`src/rtl/mem_port_arbiter.sv`:
```
// Shares one unified memory port between instruction fetch (IF) and load/store (D).
// One transaction outstanding at a time; D has priority, bounded by a starvation counter.
module mem_port_arbiter #(
    parameter int ADDR_W       = 32,
    parameter int DATA_W       = 32,
    parameter int STARVE_LIMIT = 4
) (
    input  logic                clock,
    input  logic                reset,
    input  logic                if_req,
    input  logic [ADDR_W-1:0]   if_addr,
    input  logic                if_flush,
    output logic                if_gnt,
    output logic                if_valid,
    output logic [DATA_W-1:0]   if_rdata,
    input  logic                d_req,
    input  logic                d_we,
    input  logic [ADDR_W-1:0]   d_addr,
    input  logic [DATA_W-1:0]   d_wdata,
    input  logic [DATA_W/8-1:0] d_be,
    output logic                d_gnt,
    output logic                d_valid,
    output logic [DATA_W-1:0]   d_rdata,
    output logic                mem_req,
    output logic                mem_we,
    output logic [ADDR_W-1:0]   mem_addr,
    output logic [DATA_W-1:0]   mem_wdata,
    output logic [DATA_W/8-1:0] mem_be,
    input  logic                mem_ready,
    input  logic [DATA_W-1:0]   mem_rdata,
    output logic [1:0]          fsm_state
);

    // Handshakes: a requester holds req and its fields until it sees gnt high in a cycle
    // (transfer at that rising edge); the memory side holds mem_req and mem_* frozen until
    // mem_ready is high in a cycle, and mem_rdata is taken in that same cycle.

    typedef enum logic [1:0] {
        IDLE    = 2'd0,
        IF_BUSY = 2'd1,
        D_BUSY  = 2'd2
    } state_t;

    localparam logic [3:0] LIMIT = 4'(STARVE_LIMIT);

    state_t     state, state_nxt;
    logic [3:0] d_streak;
    logic       if_kill;
    logic       if_valid_q;
    logic       d_win;

    assign fsm_state = state;
    assign d_win     = d_req && (!if_req || (d_streak < LIMIT));

    // A flush arriving in the response cycle still cancels the pulse.
    assign if_valid  = if_valid_q && !if_flush;

    always_comb begin
        state_nxt = state;
        if_gnt    = 1'b0;
        d_gnt     = 1'b0;
        if (!reset) begin
            case (state)
                IDLE: begin
                    if (d_win) begin
                        d_gnt     = 1'b1;
                        state_nxt = D_BUSY;
                    end else if (if_req) begin
                        if_gnt    = 1'b1;
                        state_nxt = IF_BUSY;
                    end
                end
                IF_BUSY, D_BUSY: begin
                    if (mem_ready) state_nxt = IDLE;
                end
                default: state_nxt = IDLE;
            endcase
        end
    end

    always_ff @(posedge clock) begin
        if (reset) begin
            state      <= IDLE;
            d_streak   <= '0;
            if_kill    <= 1'b0;
            mem_req    <= 1'b0;
            mem_we     <= 1'b0;
            mem_addr   <= '0;
            mem_wdata  <= '0;
            mem_be     <= '0;
            if_valid_q <= 1'b0;
            d_valid    <= 1'b0;
            if_rdata   <= '0;
            d_rdata    <= '0;
        end else begin
            state      <= state_nxt;
            if_valid_q <= 1'b0;
            d_valid    <= 1'b0;

            if (d_gnt) begin
                mem_req   <= 1'b1;
                mem_we    <= d_we;
                mem_addr  <= d_addr;
                mem_wdata <= d_wdata;
                mem_be    <= d_be;
                // Only a win over a waiting IF counts towards starvation.
                if (if_req && d_streak != 4'hF) d_streak <= d_streak + 4'd1;
            end else if (if_gnt) begin
                mem_req   <= 1'b1;
                mem_we    <= 1'b0;
                mem_addr  <= if_addr;
                mem_wdata <= '0;
                mem_be    <= '1;
                d_streak  <= '0;
                if_kill   <= if_flush;
            end

            if (state == IF_BUSY) begin
                if (mem_ready) begin
                    mem_req <= 1'b0;
                    if_kill <= 1'b0;
                    if (!if_kill && !if_flush) begin
                        if_valid_q <= 1'b1;
                        if_rdata   <= mem_rdata;
                    end
                end else if (if_flush) begin
                    if_kill <= 1'b1;
                end
            end

            if (state == D_BUSY && mem_ready) begin
                mem_req <= 1'b0;
                d_valid <= 1'b1;
                if (!mem_we) d_rdata <= mem_rdata;
            end
        end
    end

endmodule
```
`config.mk`:
```
export PLATFORM = sky130hd
export DESIGN_NAME = mem_port_arbiter
export DESIGN_NICKNAME = d
export VERILOG_FILES = /design/src/rtl/mem_port_arbiter.sv
export SDC_FILE = /design/constraint.sdc
export NUM_CORES = 1
export LEC_CHECK = 0
export ABC_AREA = 1
export BUFFER_PORTS_ARGS = -buffer_cell sky130_fd_sc_hd__buf_2
export CORE_MARGIN = 2
export CORE_UTILIZATION = 49
export CTS_CLUSTER_DIAMETER = 120
export DETAILED_ROUTE_END_ITERATION = 6
export PLACE_DENSITY_LB_ADDON = 0.25
export SYNTH_ARGS = -nofsm -noshare
export SYNTH_HDL_FRONTEND = slang
export SYNTH_SLANG_ARGS = --single-unit
export TNS_END_PERCENT = 30
```
`constraint.sdc`:
```
create_clock -name clock -period 2.63 [get_ports clock]
set_input_delay 0.1315 -clock clock [delete_from_list [all_inputs] [get_ports clock]]
set_output_delay 0.1315 -clock clock [all_outputs]
set_load 0.02 [all_outputs]
```
==> results of run 1 <==
## metal layers
| metal | GRT usage (%) | up-vias | part of all wire, % |
|---|---|---|---|
| met1 | 36.0 | 2970 | 37 |
| met5 | 0 | - | 0 |
| li1 | - | 3070 | - |
| met4 | 23.1 | 0 | 5.3 |
| met2 | 55.7 | 418 | 48 |
| met3 | 13.5 | 109 | 9.4 |
## what timing repair did
action | CTS | global route
gates resized for setup | 0 | 7
setup endpoints to repair | 0 | 32
hold buffers | 136 | 0
endpoints found under the hold margin | 138 | 0
## layout by cell type, fill, tap and decap left out
cell,count
clkbuf_16,16
o21ai_1,13
nor3_4,1
o31ai_1,1
nor2_1,140
nor2_2,1
bufinv_16,4
o21ai_2,2
nand4_2,1
inv_1,23
clkinv_4,1
nand4_1,6
o21a_1,7
ha_2,1
nand2_4,1
ha_1,3
nand3_1,41
o21ai_4,1
a211oi_1,1
inv_2,2
buf_4,9
clkinvlp_4,3
o21ai_0,108
clkbuf_1,2
clkbuf_8,2
dlygate4sd3_1,136
o211ai_2,1
inv_4,1
dfxtp_1,143
buf_12,1
inv_6,3
nand2_1,117
and2_1,1
a21oi_1,33
clkinv_2,2
buf_2,278
## worst max path at each step
stage | from | to
detailed placement | fsm_state[0]$_SDFFE_PP0P_ | mem_addr[15]$_SDFFE_PP0P_
floorplan | fsm_state[0]$_SDFFE_PP0P_ | mem_addr[18]$_SDFFE_PP0P_
finish | fsm_state[0]$_SDFFE_PP0P_ | mem_addr[25]$_SDFFE_PP0P_
global route | fsm_state[0]$_SDFFE_PP0P_ | mem_addr[13]$_SDFFE_PP0P_
CTS | fsm_state[0]$_SDFFE_PP0P_ | mem_addr[19]$_SDFFE_PP0P_
global placement | fsm_state[0]$_SDFFE_PP0P_ | mem_addr[15]$_SDFFE_PP0P_
## cell families (layout without fill, tap and decap cells)
family / after synthesis / in the layout / synth area share, %
simple gates: 309 / 309 / 23.1
buf+inv: 76 / 483 / 7.06
compound gates: 167 / 167 / 16.1
fa+ha+maj: 4 / 4 / 0.923
flops: 143 / 143 / 52.8
## worst max-delay path, cell delays in order (launching register included)
cell	delay [ns]
dfxtp_1	0.33
inv_1	0.11
ha_2	0.32
inv_1	0.12
nor3_4	0.23
nand2_4	0.26
o21ai_0	0.33
a21oi_1	0.13
dlygate4sd3_1	0.57
## registers in the layout, indices dropped and copies added (netlist names)
| register | count |
|---|---|
| d_valid | 1 |
| if_rdata | 32 |
| d_streak | 4 |
| mem_be | 4 |
| if_kill | 1 |
| mem_addr | 32 |
| if_valid_q | 1 |
| fsm_state | 2 |
| mem_wdata | 32 |
| mem_req | 1 |
| mem_we | 1 |
| d_rdata | 32 |
## cell type report
class                      instances  area share, %
clock buffer                      20           4.95
clock inverter                    12           2.08
inverter                          27           1.19
multi-input combinational        480           25.0
sequential                       143           32.5
tap                              140           1.99
timing repair buffer             424           32.3
## metrics by stage
stage / util, % / cell area, sq um / cells
floorplan: - / 5420 / 699
global placement: 62.7 / 6800 / 1078
detailed placement: 62.7 / 6800 / 1078
CTS: 81.0 / 8780 / 1246
global route: 81.2 / 8800 / 1246
finish: 81.2 / 8800 / 1246
## report_power, final
| part | internal [uW] | switching (uW) |
|---|---|---|
| Clock | 1580 | 960 |
| Combinational | 570 | 858 |
| Sequential | 2380 | 115 |
| Total | 4530 | 1930 |
==> impl_results.md, run 1 <==
* RD Place Congestion at 0.791
* Worst Tran Pin Value at 0.695 ns
* Largest net degree at the start of global routing at 81
* NumNets Final at 1236
* Post-Place Worst Slack at 0.545 ns
* Static Leak at 0.00447 uW
* Most common cell in the netlist: dfxtp_1
* IO Pins at 279
* Layout cells sized above 1 at 29.9%
* FMAX at 397 MHz
* Root Driver: clkbuf_8
* Antenna Nets Post-Route at 0
* Post-CTS Setup Inserts at 0
* CTS tree: yes
* Port buffer count at 278
* Endpoints failing setup at 0
* Post-synthesis sequential area ratio at 52.8%
* Initial Utilization at 50.0%
* CP startpoint kind: flip-flop
* Num rows at 38
* Final slew viol count at 0
* Post-Syn Area at 0.00542 sq mm
* TritonRoute pass-1 iters at 6
* CP Max Fanout at 29
* Hold slack final at 0.0460 ns
* Full die area at 0.0119 sq mm
* Worst-path clk slew at 0.06 ns
* Cells after synthesis at 699
* Clk sink count at 143
* CTS H-Tree Depth at 4
* Yosys cell types at 26
* Max VDD drop at 550 uV
* Die W at 109 um
* Number of global-route vias before repair at 6627
* GR Util All Layers at 34.1%
* Area of the multi-input gates at 0.00220 sq mm
* Commonest cells post-synth: 143 x dfxtp_1, 141 x nor2_1, 117 x nand2_1
* Top post-synthesis cells by area: dfxtp_1 53%, o21ai_0 10%, nor2_1 9.8%, nand2_1 8.1%, nand3_1 3.8%
* Final hold vios at 0
* Worst hold path stage count at 5
* Overflow after GRT at 0
* Reg2Reg Launch Point: fsm_state[0]$_SDFFE_PP0P_
* Tmin final at 2.52 ns
* Max-Slew Margin vs Limit at 53.6%
* # DRC at 0
* First-pass GRT wire length at 31800 um
* CP Class: flip-flop to flip-flop
* WP data arrival at 2.93 ns
* R2R Setup Slk at 0.11 ns
* CTS Buf Count at 17
* FF-to-FF path depth at 8
* Die Ht at 109 um
* Largest area contributor in the netlist: dfxtp_1
* DP HPWL at 10700 um
* Wire per inst at 16.3 um
* Storage cell area at 0.00286 sq mm
* Initial DRC Count at 652
* Ys Warns at 0
* Mean Syn Cell Area at 7.76 sq um
* Critical Path RT at 3.04 ns
* # Max-Cap Violations at 0
* WHS Endpoint: d_streak[1]$_SDFFE_PP0P_
* Worst Skew at 0.0146 ns
* Register bit count reported by yosys at 143
* Routed Wire Length at 20300 um
* Core area at 0.0108 sq mm
* Share of flip-flops with an asynchronous set or reset at 0%
* Crit end category: flip-flop
* Worst setup margin at 0.109 ns
* Filler Cells Inserted at 665
* Ant. Diodes at 0
* Synth top area share at 52.8%
* Area Growth Syn to Fin at 62.3%
* Capturing point of the worst reg2reg path: mem_addr[25]$_SDFFE_PP0P_
* Crit share post-route at 95.9%
* Prevailing post-synth register cell: dfxtp_1
* Overall Power at 6460 uW
* Post-synth net total at 842
* Worst skew pair latency at 0.52 ns
* Initial antenna violation count at 0
* Min-delay src: if_req
* Drt via density at 5.27
* Post-synth EDFFs at 0
* Bufs on Longest Clock Path at 2
* Via count at 6567
* PD cells at 734 mW/mm^2
* Status: finished, final reports clean
* Setup TNS at 0 ns
* Min-Delay Path Class: input port to flip-flop
No activity file was read; power rests on OpenSTA's default activity.
==> run 2: changes to the inputs <==
BUFFER_PORTS_ARGS = -buffer_cell sky130_fd_sc_hd__buf_4   (was -buffer_cell sky130_fd_sc_hd__buf_2)
==> run 2 against run 1 <==
Net effect: the run now ends with DRC left; sequential share of layout area fell by 2.5 points; critical path depth did not move; maximum frequency rose by 0.26%; clock power rose by 12%; global-route usage rose by 4.5 points; cell count fell by 0.16%; die area did not move; sequential power barely moved; highest routed layer unchanged; combinational power rose by 12%; via count rose by 3.3%; setup slack improved by 0.0065 ns.
==> impl_results.md, run 2 (synthesis results as in run 1) <==
* Status: finished, violations left
* Violated checks: DRC
* Static Leak at 0.00459 uW
* Capturing point of the worst reg2reg path: mem_addr[31]$_SDFFE_PP0P_
* Cells along the critical path: inv_1 -> ha_2 -> nand4_2 -> clkinv_2 -> buf_4 -> nand2_1 -> a21oi_1 -> dlygate4sd3_1
* CP startpoint: fsm_state[0]$_SDFFE_PP0P_
* Clk sink count at 143
* Max VDD drop at 530 uV
* Wire per inst at 18.4 um
* Final slew viol count at 0
* GR Util All Layers at 38.6%
* Final core occ at 87.9%
* WP depth at 8
* Worst skew pair latency at 0.52 ns
* CP max-delay cell: dlygate4sd3_1
* Die Ht at 109 um
* Port buffer count at 278
* # Max-Cap Violations at 0
* Initial DRC Count at 715
* Post-CTS Setup Inserts at 0
* Number of global-route vias before repair at 6818
* Min-Delay Path Class: input port to flip-flop
* Full die area at 0.0119 sq mm
* DP HPWL at 11300 um
* PD cells at 730 mW/mm^2
* Die W at 109 um
* Crit end category: flip-flop
* R2R Setup Slk at 0.12 ns
* Crit path max-delay family: buffers and inverters
* # DRC at 2
* RSZ-0062 raised after global routing: false
* Commonest non-fill, non-tap cell in the layout: buf_4
* FMAX at 398 MHz
* Root Driver: clkbuf_8
* Sequential fraction of design power at 36.2%
* Largest net degree at the start of global routing at 79
* Initial antenna violation count at 0
* Initial Utilization at 50.0%
* Endpoints failing setup at 0
* Area Growth Syn to Fin at 75.7%
* Internal at 4950 uW
* Core area at 0.0108 sq mm
* CTS H-Tree Depth at 4
* Routed Wire Length at 22900 um
* WP data arrival at 2.97 ns
* CP Class: flip-flop to flip-flop
* NumNets Final at 1234
* Drt via density at 5.45
* TritonRoute pass-1 iters at 7
* CP startpoint kind: flip-flop
* Switching Fraction at 28.8%
* Clock Power Share at 40.8%
* Combinational share of power at 23.0%
* Worst Tran Pin Value at 1.07 ns
* IO Pins at 279
* Worst setup path end: mem_addr[31]$_SDFFE_PP0P_
* Tmin final at 2.51 ns
* CTS Buf Count at 17
* Critical Path RT at 3.09 ns
* Ant. Diodes at 0
* Setup TNS at 0 ns
* Worst Skew at 0.0114 ns
* Bufs on Longest Clock Path at 2
* Layout cells sized above 1 at 29.8%
* First-pass GRT wire length at 35200 um
* FF-to-FF path depth at 8
* Overflow after GRT at 0
* Max-Slew Margin vs Limit at 28.6%
* Via count at 6784
* RD Place Congestion at 0.812
* Antenna Nets Post-Route at 0
* P_sw at 2000 uW
* Crit share post-route at 95.6%
* Reg2Reg Launch Point: fsm_state[0]$_SDFFE_PP0P_
* Buf/Inv on CP at 4
* Crit-path max cell delay at 0.60 ns
* CP Max Fanout at 25
* Worst-path clk slew at 0.07 ns
* CTS tree: yes
* Most frequent cells in the layout: 287 x buf_4, 143 x dfxtp_1, 141 x nor2_1
* Num rows at 38
* Final hold vios at 0
run 2: area by class of cell:
type	instances	area (sq um)
timing repair buffer	422	3510
sequential	143	2860
multi-input combinational	480	2180
fill	524	1320
clock buffer	19	432
clock inverter	13	259
tap	140	175
inverter	27	108
run 2: worst min path at each step:
stage / startpoint / endpoint / slack [ns] / cells after the start
2_1_floorplan: reset / d_valid$_SDFF_PP0_ / 0.20 / 1
3_3_place_gp: d_wdata[26] / mem_wdata[26]$_SDFFE_PP0P_ / 0.32 / 3
3_5_place_dp: d_wdata[31] / mem_wdata[31]$_SDFFE_PP0P_ / 0.33 / 3
4_1_cts: d_addr[11] / mem_addr[11]$_SDFFE_PP0P_ / 0.00008 / 5
5_1_grt: d_addr[11] / mem_addr[11]$_SDFFE_PP0P_ / 0.03 / 5
6_report: d_addr[11] / mem_addr[11]$_SDFFE_PP0P_ / 0.02 / 5
run 2: per-stage QoR:
| step | hold slack (ns) | cell area [sq um] | setup slack, ns | power [uW] | instances |
|---|---|---|---|---|---|
| final | 0.0166 | 9530 | 0.115 | 6950 | 1244 |
| after CTS | 0.0000811 | 9510 | 0.00105 | 6840 | 1244 |
| after global routing | 0.0327 | 9530 | 0.0168 | 7190 | 1244 |
| after global placement | 0.321 | 7470 | 0.633 | 3830 | 1077 |
| after floorplan | 0.204 | 5420 | 1.04 | 3260 | 699 |
| after detailed placement | 0.326 | 7470 | 0.533 | 3850 | 1077 |
run 2: per-layer routing:
metal | up-vias | share of wire (%) | GRT usage (%) | wire (um)
met1 | 3089 | 35 | 40.3 | 7950
li1 | 3063 | - | - | -
met3 | 136 | 10 | 15.0 | 2370
met5 | - | 0 | 0 | 0
met2 | 496 | 49 | 65.2 | 11200
met4 | 0 | 6.0 | 23.6 | 1380
run 2: what timing repair did:
action | 4_1_cts | 5_1_grt
endpoints found under the setup margin | 0 | 12
endpoints found under the hold margin | 140 | 0
hold buffers | 135 | 0
resized for setup | 0 | 6
run 2: worst register-to-register path, cell delays in order (launching register included):
cell and delay (ns):
dfxtp_1 0.34, inv_1 0.11, ha_2 0.33, nand4_2 0.16, clkinv_2 0.32, buf_4 0.31
nand2_1 0.12, a21oi_1 0.17, dlygate4sd3_1 0.60
run 2: power by group through the flow:
stage | clock, uW | combinational (uW) | sequential [uW]
floorplan | 0 | 484 | 2780
global placement | 0 | 1300 | 2530
detailed placement | 0 | 1310 | 2540
CTS | 2830 | 1510 | 2490
global route | 2950 | 1700 | 2540
finish | 2840 | 1600 | 2520
